**src/rtl/grey_decade_chain_if.sv**
```systemverilog
// Bundled count/load/result signals for the multi-digit decade code counter.
// The optional o_bcd member is present only when GREY_BCD_OUT_EN is defined.
interface grey_decade_chain_if #(
  parameter int pDIGITS = 2
);
  logic                   i_cnt;
  logic                   i_dir;
  logic                   i_load;
  logic [4*pDIGITS-1:0]   i_load_val;
  logic [5*pDIGITS-1:0]   o_cnt;
  logic                   o_roll;
  logic                   o_err;
`ifdef GREY_BCD_OUT_EN
  logic [4*pDIGITS-1:0]   o_bcd;
`endif

  modport master (
    output i_cnt, i_dir, i_load, i_load_val,
`ifdef GREY_BCD_OUT_EN
    input  o_bcd,
`endif
    input  o_cnt, o_roll, o_err
  );

  modport slave (
    input  i_cnt, i_dir, i_load, i_load_val,
`ifdef GREY_BCD_OUT_EN
    output o_bcd,
`endif
    output o_cnt, o_roll, o_err
  );
endinterface

```
**src/rtl/grey_decade_chain.sv**
```systemverilog
// Multi-digit up/down decade counter using 5-bit single-bit-change digit codes; one-edge update.
// Define GREY_BCD_OUT_EN to add the registered o_bcd output alongside o_cnt.
module grey_decade_chain #(
  parameter int pDIGITS = 2,
  parameter int pINIT   = 0,
  parameter int pSYNC   = 0
) (
  input  logic                i_clk,
  input  logic                i_rst_n,
  grey_decade_chain_if.slave  bus
);

  function automatic logic [4:0] enc(input logic [3:0] v);
    case (v)
      4'd0:    enc = 5'b11000;
      4'd1:    enc = 5'b11001;
      4'd2:    enc = 5'b10001;
      4'd3:    enc = 5'b10011;
      4'd4:    enc = 5'b00011;
      4'd5:    enc = 5'b00111;
      4'd6:    enc = 5'b00110;
      4'd7:    enc = 5'b01110;
      4'd8:    enc = 5'b01100;
      4'd9:    enc = 5'b11100;
      default: enc = 5'b11000;
    endcase
  endfunction

  // 4'hF marks a code outside the table.
  function automatic logic [3:0] dec(input logic [4:0] c);
    case (c)
      5'b11000: dec = 4'd0;
      5'b11001: dec = 4'd1;
      5'b10001: dec = 4'd2;
      5'b10011: dec = 4'd3;
      5'b00011: dec = 4'd4;
      5'b00111: dec = 4'd5;
      5'b00110: dec = 4'd6;
      5'b01110: dec = 4'd7;
      5'b01100: dec = 4'd8;
      5'b11100: dec = 4'd9;
      default:  dec = 4'hF;
    endcase
  endfunction

  function automatic logic [5*pDIGITS-1:0] init_code();
    logic [5*pDIGITS-1:0] r;
    int n;
    r = '0;
    n = pINIT;
    for (int k = 0; k < pDIGITS; k++) begin
      r[5*k +: 5] = enc(4'(n % 10));
      n = n / 10;
    end
    return r;
  endfunction

  localparam logic [5*pDIGITS-1:0] INIT_CODE = init_code();

  logic                  ev;
  logic [5*pDIGITS-1:0]  cnt_q, cnt_d, cur_cnt;
  logic                  roll_q, roll_d;
  logic                  err_q, err_d;
  logic [3:0]            v;
  logic [3:0]            nib;
  logic                  step;

  generate
    if (pSYNC != 0) begin : g_sync
      // Flops reset high so a level held across reset is not seen as a rising edge.
      logic [2:0] sync_q;
      always_ff @(posedge i_clk or negedge i_rst_n) begin
        if (!i_rst_n) sync_q <= 3'b111;
        else          sync_q <= {sync_q[1:0], bus.i_cnt};
      end
      assign ev = sync_q[1] & ~sync_q[2];
    end else begin : g_strobe
      assign ev = bus.i_cnt;
    end
  endgenerate

  assign cur_cnt = cnt_q;

  always_comb begin
    cnt_d  = cur_cnt;
    roll_d = 1'b0;
    err_d  = err_q;
    v      = 4'd0;
    nib    = 4'd0;
    step   = 1'b1;
    if (bus.i_load) begin
      err_d = 1'b0;
      for (int k = 0; k < pDIGITS; k++) begin
        nib = bus.i_load_val[4*k +: 4];
        cnt_d[5*k +: 5] = enc((nib > 4'd9) ? 4'd0 : nib);
      end
    end else if (ev) begin
      // step carries the "all lower digits at the wrap boundary" condition upward.
      for (int k = 0; k < pDIGITS; k++) begin
        v = dec(cur_cnt[5*k +: 5]);
        if (v == 4'hF) begin
          cnt_d[5*k +: 5] = enc(4'd0);
          err_d = 1'b1;
          step  = 1'b0;
        end else begin
          if (step) begin
            if (bus.i_dir) cnt_d[5*k +: 5] = enc((v == 4'd9) ? 4'd0 : v + 4'd1);
            else           cnt_d[5*k +: 5] = enc((v == 4'd0) ? 4'd9 : v - 4'd1);
          end
          step = step & (v == (bus.i_dir ? 4'd9 : 4'd0));
        end
      end
      roll_d = step;
    end
  end

  always_ff @(posedge i_clk or negedge i_rst_n) begin
    if (!i_rst_n) begin
      cnt_q  <= INIT_CODE;
      roll_q <= 1'b0;
      err_q  <= 1'b0;
    end else begin
      cnt_q  <= cnt_d;
      roll_q <= roll_d;
      err_q  <= err_d;
    end
  end

  assign bus.o_cnt  = cnt_q;
  assign bus.o_roll = roll_q;
  assign bus.o_err  = err_q;

`ifdef GREY_BCD_OUT_EN
  function automatic logic [4*pDIGITS-1:0] to_bcd(input logic [5*pDIGITS-1:0] c);
    logic [4*pDIGITS-1:0] r;
    r = '0;
    for (int k = 0; k < pDIGITS; k++) r[4*k +: 4] = dec(c[5*k +: 5]);
    return r;
  endfunction

  localparam logic [4*pDIGITS-1:0] INIT_BCD = to_bcd(INIT_CODE);

  logic [4*pDIGITS-1:0] bcd_q, bcd_d;

  assign bcd_d = to_bcd(cnt_d);

  always_ff @(posedge i_clk or negedge i_rst_n) begin
    if (!i_rst_n) bcd_q <= INIT_BCD;
    else          bcd_q <= bcd_d;
  end

  assign bus.o_bcd = bcd_q;
`endif

endmodule

```
**src/flat_wrapper.sv**
```systemverilog
// flat-port wrapper written by rule: the top's interface ports become plain ports
module grey_decade_chain_flat 
#(
  parameter int pDIGITS = 2,
  parameter int pINIT   = 0,
  parameter int pSYNC   = 0
)
  (i_clk, i_rst_n, bus_i_cnt, bus_i_dir, bus_i_load, bus_i_load_val, bus_o_cnt, bus_o_roll, bus_o_err);
  grey_decade_chain_if #(.pDIGITS(pDIGITS)) bus_i ();
  input  logic i_clk;
  input  logic i_rst_n;
  input wire logic [$bits(bus_i.i_cnt)-1:0] bus_i_cnt;
  input wire logic [$bits(bus_i.i_dir)-1:0] bus_i_dir;
  input wire logic [$bits(bus_i.i_load)-1:0] bus_i_load;
  input wire logic [$bits(bus_i.i_load_val)-1:0] bus_i_load_val;
  output wire logic [$bits(bus_i.o_cnt)-1:0] bus_o_cnt;
  output wire logic [$bits(bus_i.o_roll)-1:0] bus_o_roll;
  output wire logic [$bits(bus_i.o_err)-1:0] bus_o_err;
  assign bus_i.i_cnt = bus_i_cnt;
  assign bus_i.i_dir = bus_i_dir;
  assign bus_i.i_load = bus_i_load;
  assign bus_i.i_load_val = bus_i_load_val;
  assign bus_o_cnt = bus_i.o_cnt;
  assign bus_o_roll = bus_i.o_roll;
  assign bus_o_err = bus_i.o_err;
  grey_decade_chain #(.pDIGITS(pDIGITS), .pINIT(pINIT), .pSYNC(pSYNC)) u_core (.i_clk(i_clk), .i_rst_n(i_rst_n), .bus(bus_i));
endmodule
```
**config.mk**
```make
export PLATFORM = sky130hd
export DESIGN_NAME = grey_decade_chain_flat
export DESIGN_NICKNAME = d
export VERILOG_FILES = /design/src/rtl/grey_decade_chain_if.sv /design/src/rtl/grey_decade_chain.sv /design/src/flat_wrapper.sv
export SDC_FILE = /design/constraint.sdc
export NUM_CORES = 1
export LEC_CHECK = 0
export CAP_MARGIN = 0
export CORE_MARGIN = 10
export CORE_UTILIZATION = 50
export CTS_CLUSTER_DIAMETER = 30
export DETAILED_ROUTE_END_ITERATION = 7
export PLACE_DENSITY_LB_ADDON = 0.2
export SLEW_MARGIN = 20
export SYNTH_ARGS = -nofsm -noshare
export SYNTH_HDL_FRONTEND = slang
export SYNTH_SLANG_ARGS = --single-unit
```
**constraint.sdc**
```tcl
create_clock -name i_clk -period 3 [get_ports i_clk]
set_input_delay 0.45 -clock i_clk [delete_from_list [all_inputs] [get_ports i_clk]]
set_output_delay 0.45 -clock i_clk [all_outputs]
set_load 0.05 [all_outputs]
```
==> key figures <==
Place
  – Placed Cells: 339
  – Gpl congestion: 0.8807
  – Placed instance area: 0.002386 mm²
  – PortBufs: 24
  – Detailed Place HPWL: 4.448 mm

Setup path
  – CP max stage delay: 0.65 ns
  – Critical path arrival: 3.02 ns
  – CP startpoint kind: register
  – Slowest cell on the critical path: dfstp_2
  – Crit end category: register
  – Worst-path cell chain: and2b_1, a22oi_1, o21ai_4, ha_1, and3b_1, a32oi_1, a21oi_2, mux2_2, a22oi_1, o21ai_1
  – Worst EP required: 3.12 ns
  – Crit Path Category: register to register
  – Worst path most repeated cell: a22oi_1
  – Crit-path max FO: 11

Clocking
  – Clock tree sinks: 12
  – CTS Buffer Depth: 2
  – CTS tree: yes
  – # hold bufs at CTS: 0
  – Clk Latency, worst-skew pair: 0.24 ns
  – Root buffer cell: clkbuf_8
  – Htree depth: 1
  – CTS buffer count: 3
  – Worst-path clk slew: 0.05 ns

Global route
  – Initial antenna violation count: 0
  – First-pass GRT wire length: 9.342 mm
  – All-Layer GR Usage: 14.91%
  – Largest net degree at the start of global routing: 20
  – Number of global-route vias before repair: 1964
  – Total congestion overflow: 0

Yosys
  – Number of flops mapped to enable cells by yosys: 0
  – Avg Inst Size Synth: 7.747 µm²
  – Mapped Cells: 266
  – Synth Flop Type: dfrtp_1
  – Yosys reg bits: 12
  – Syn. warnings: 0
  – Seq/Total Area, Yosys: 14.81%
  – Async SR Flop Fraction: 100.0%
  – Syn nets: 289
  – Unique masters post-synth: 78
  – Netlist Area Pre-Place: 0.002061 mm²

Timing
  – Final Setup Violations: 0
  – Final Skew: 0.001604 ns
  – Final Hold Fails: 0
  – Slew margin rel.: 63.65%
  – Final period utilization: 96.50%
  – Slew @ Worst Pin: 0.5436 ns
  – Fmax: 0.3454 GHz
  – Unrepaired setup endpoints after global routing: true
  – Setup_tns: 0 ns
  – Final Max Slew Viols: 0
  – Tmin final: 2.895 ns

Final layout
  – Final core utilization: 62.00%
  – Nets: 319
  – N_diodes: 0
  – Syn-to-layout area delta: 20.34%
  – Count of non-filler cells in the finished layout: 345
  – Filler Cells Inserted: 365
  – Share of post-route cells with drive strength above 1: 19.66%
  – Final instance area: 0.002480 mm²

Floorplan
  – DIE WIDTH: 84.20 µm
  – Core ar.: 0.004000 mm²
  – Initial Util: 51.52%
  – Die Ht: 84.20 µm
  – Std cell rows: 23
  – Die area: 0.007090 mm²
  – Ports: 25

Power
  – Leakage: 0.001004 µW
  – PwrDens: 1248 mW/mm²
  – Total power: 3095 µW
  – Maximum vdd drop: 547.7 µV

Detailed routing
  – DRC viols: 0
  – Vias/cell: 6.174
  – 1st-iter DRT viols: 177
  – Avg WL per Cell: 16.30 µm
  – Vias post-DR: 2130
  – Router iterations before antenna repair: 5
  – Routed wire length: 5.624 mm
  – Routed Antenna Nets: 0

Status
  – Outcome: complete, no violations

Job
  – Max Cap Violations: 0

Worst hold path
  – Min-delay worst type: register to register
Yosys cell counts, types with 3 or more instances:
cell | number | area share, %
buf_4 | 4 | 1.5
clkbuf_1 | 4 | 0.73
o22a_1 | 3 | 1.3
nand2b_1 | 6 | 1.8
and2_1 | 4 | 1.2
a21oi_1 | 20 | 4.9
mux2i_1 | 7 | 3.4
inv_1 | 18 | 3.3
buf_2 | 5 | 1.2
o31ai_1 | 4 | 1.5
ha_1 | 10 | 6.1
and3_1 | 3 | 0.91
or3_1 | 3 | 0.91
and2_4 | 4 | 1.7
nand2_1 | 16 | 2.9
nor2b_1 | 3 | 0.91
nor3_1 | 12 | 2.9
nor2_1 | 21 | 3.8
o22ai_1 | 5 | 1.5
o21ai_0 | 13 | 3.2
nand3_1 | 7 | 1.7
dfstp_2 | 4 | 5.1
dfrtp_1 | 8 | 9.7
xnor2_1 | 3 | 1.3
a31oi_1 | 5 | 1.5
o211ai_1 | 3 | 1.1
and4_1 | 3 | 1.3
a22oi_1 | 3 | 1.1
layout make-up:
cell class | instances | area, µm² | share of cell area (%)
sequential | 12 | 306.5 | 12.36
inverter | 19 | 71.32 | 2.876
multi-input combinational | 219 | 1617 | 65.19
tap | 50 | 62.56 | 2.523
timing repair buffer | 41 | 367.9 | 14.83
clock buffer | 4 | 55.05 | 2.220
flip-flops by register name, summed over array words and instances, names as in the netlist:
name / count
u_core.bus.o_cnt: 10
u_core.bus.o_roll: 1
u_core.bus.o_err: 1
where the power goes:
group | leakage [µW] | switching [µW] | internal [µW]
logic | 0.000831 | 1460 | 1090
registers | 0.000145 | 139 | 236
clock network | 0.0000288 | 61.4 | 116
total | 0.00100 | 1660 | 1440
kinds of logic after synthesis:
logic type      synth area share (%)
mux                            4.493
fa+ha+maj                      6.072
compound gates                 33.45
simple gates                   29.33
buf+inv                        8.135
xor+xnor                       3.705
flops                          14.81
cell usage in the layout, fill, tap and decap left out, types with 4 or more instances in the layout:
cell / instances
dfstp_2: 4
o31ai_1: 4
nand2_1: 16
and2_4: 4
inv_1: 18
a21oi_1: 19
nand2b_1: 6
and2_1: 4
a31oi_1: 5
nor3_1: 11
mux2i_1: 7
clkbuf_8: 4
nand3_1: 7
buf_4: 17
ha_1: 10
dfrtp_1: 7
nor2_1: 21
o21ai_0: 13
clkdlybuf4s50_1: 24
worst max-delay path, delay by kind of cell, from the launching register on:
family	cells	cell delay [ns]
mux	1	0.35
simple gates	2	0.43
fa+ha+maj	1	0.23
flops	1	0.65
compound gates	6	1.11
metal layers:
metal / track usage, % / up-vias / share of wire [%]
met5: 0 / - / 0
li1: - / 1053 / -
met1: 22.70 / 991 / 51
met3: 4.251 / 10 / 7.6
met2: 20.12 / 76 / 41
met4: 1.979 / 0 / 0.76
path summary, 6_finish.rpt:
check	start	end	slack, ns	depth (start not counted)
setup / recovery	u_core.bus.o_cnt[4]	u_core.bus.o_cnt[0]	0.10	10
min in group asynchronous	i_rst_n	u_core.bus.o_cnt[2]	0.56	1
hold / removal	u_core.bus.o_err	u_core.bus.o_err	0.55	2
setup reg to reg	u_core.bus.o_cnt[4]	u_core.bus.o_cnt[0]	0.10	10
max in group asynchronous	i_rst_n	u_core.bus.o_cnt[7]	2.05	1
hold reg to reg	u_core.bus.o_err	u_core.bus.o_err	0.55	2
per-stage QoR:
| step | setup slack (ns) | hold slack, ns |
|---|---|---|
| finish | 0.1049 | 0.5527 |
| detailed placement | 0.08097 | 0.5459 |
| CTS | 0.06918 | 0.5545 |
| global route | -0.04182 | 0.5726 |
| floorplan | 0.07131 | 0.1544 |
| global placement | 0.1149 | 0.5093 |
repair_timing:
| item | CTS | global route |
|---|---|---|
| gates resized for setup | 0 | 5 |
| hold endpoints to repair | 0 | 0 |
| endpoints found under the setup margin | 0 | 4 |
| buffers inserted | 0 | 2 |
Note: power is estimated with default switching activity, not from simulation.
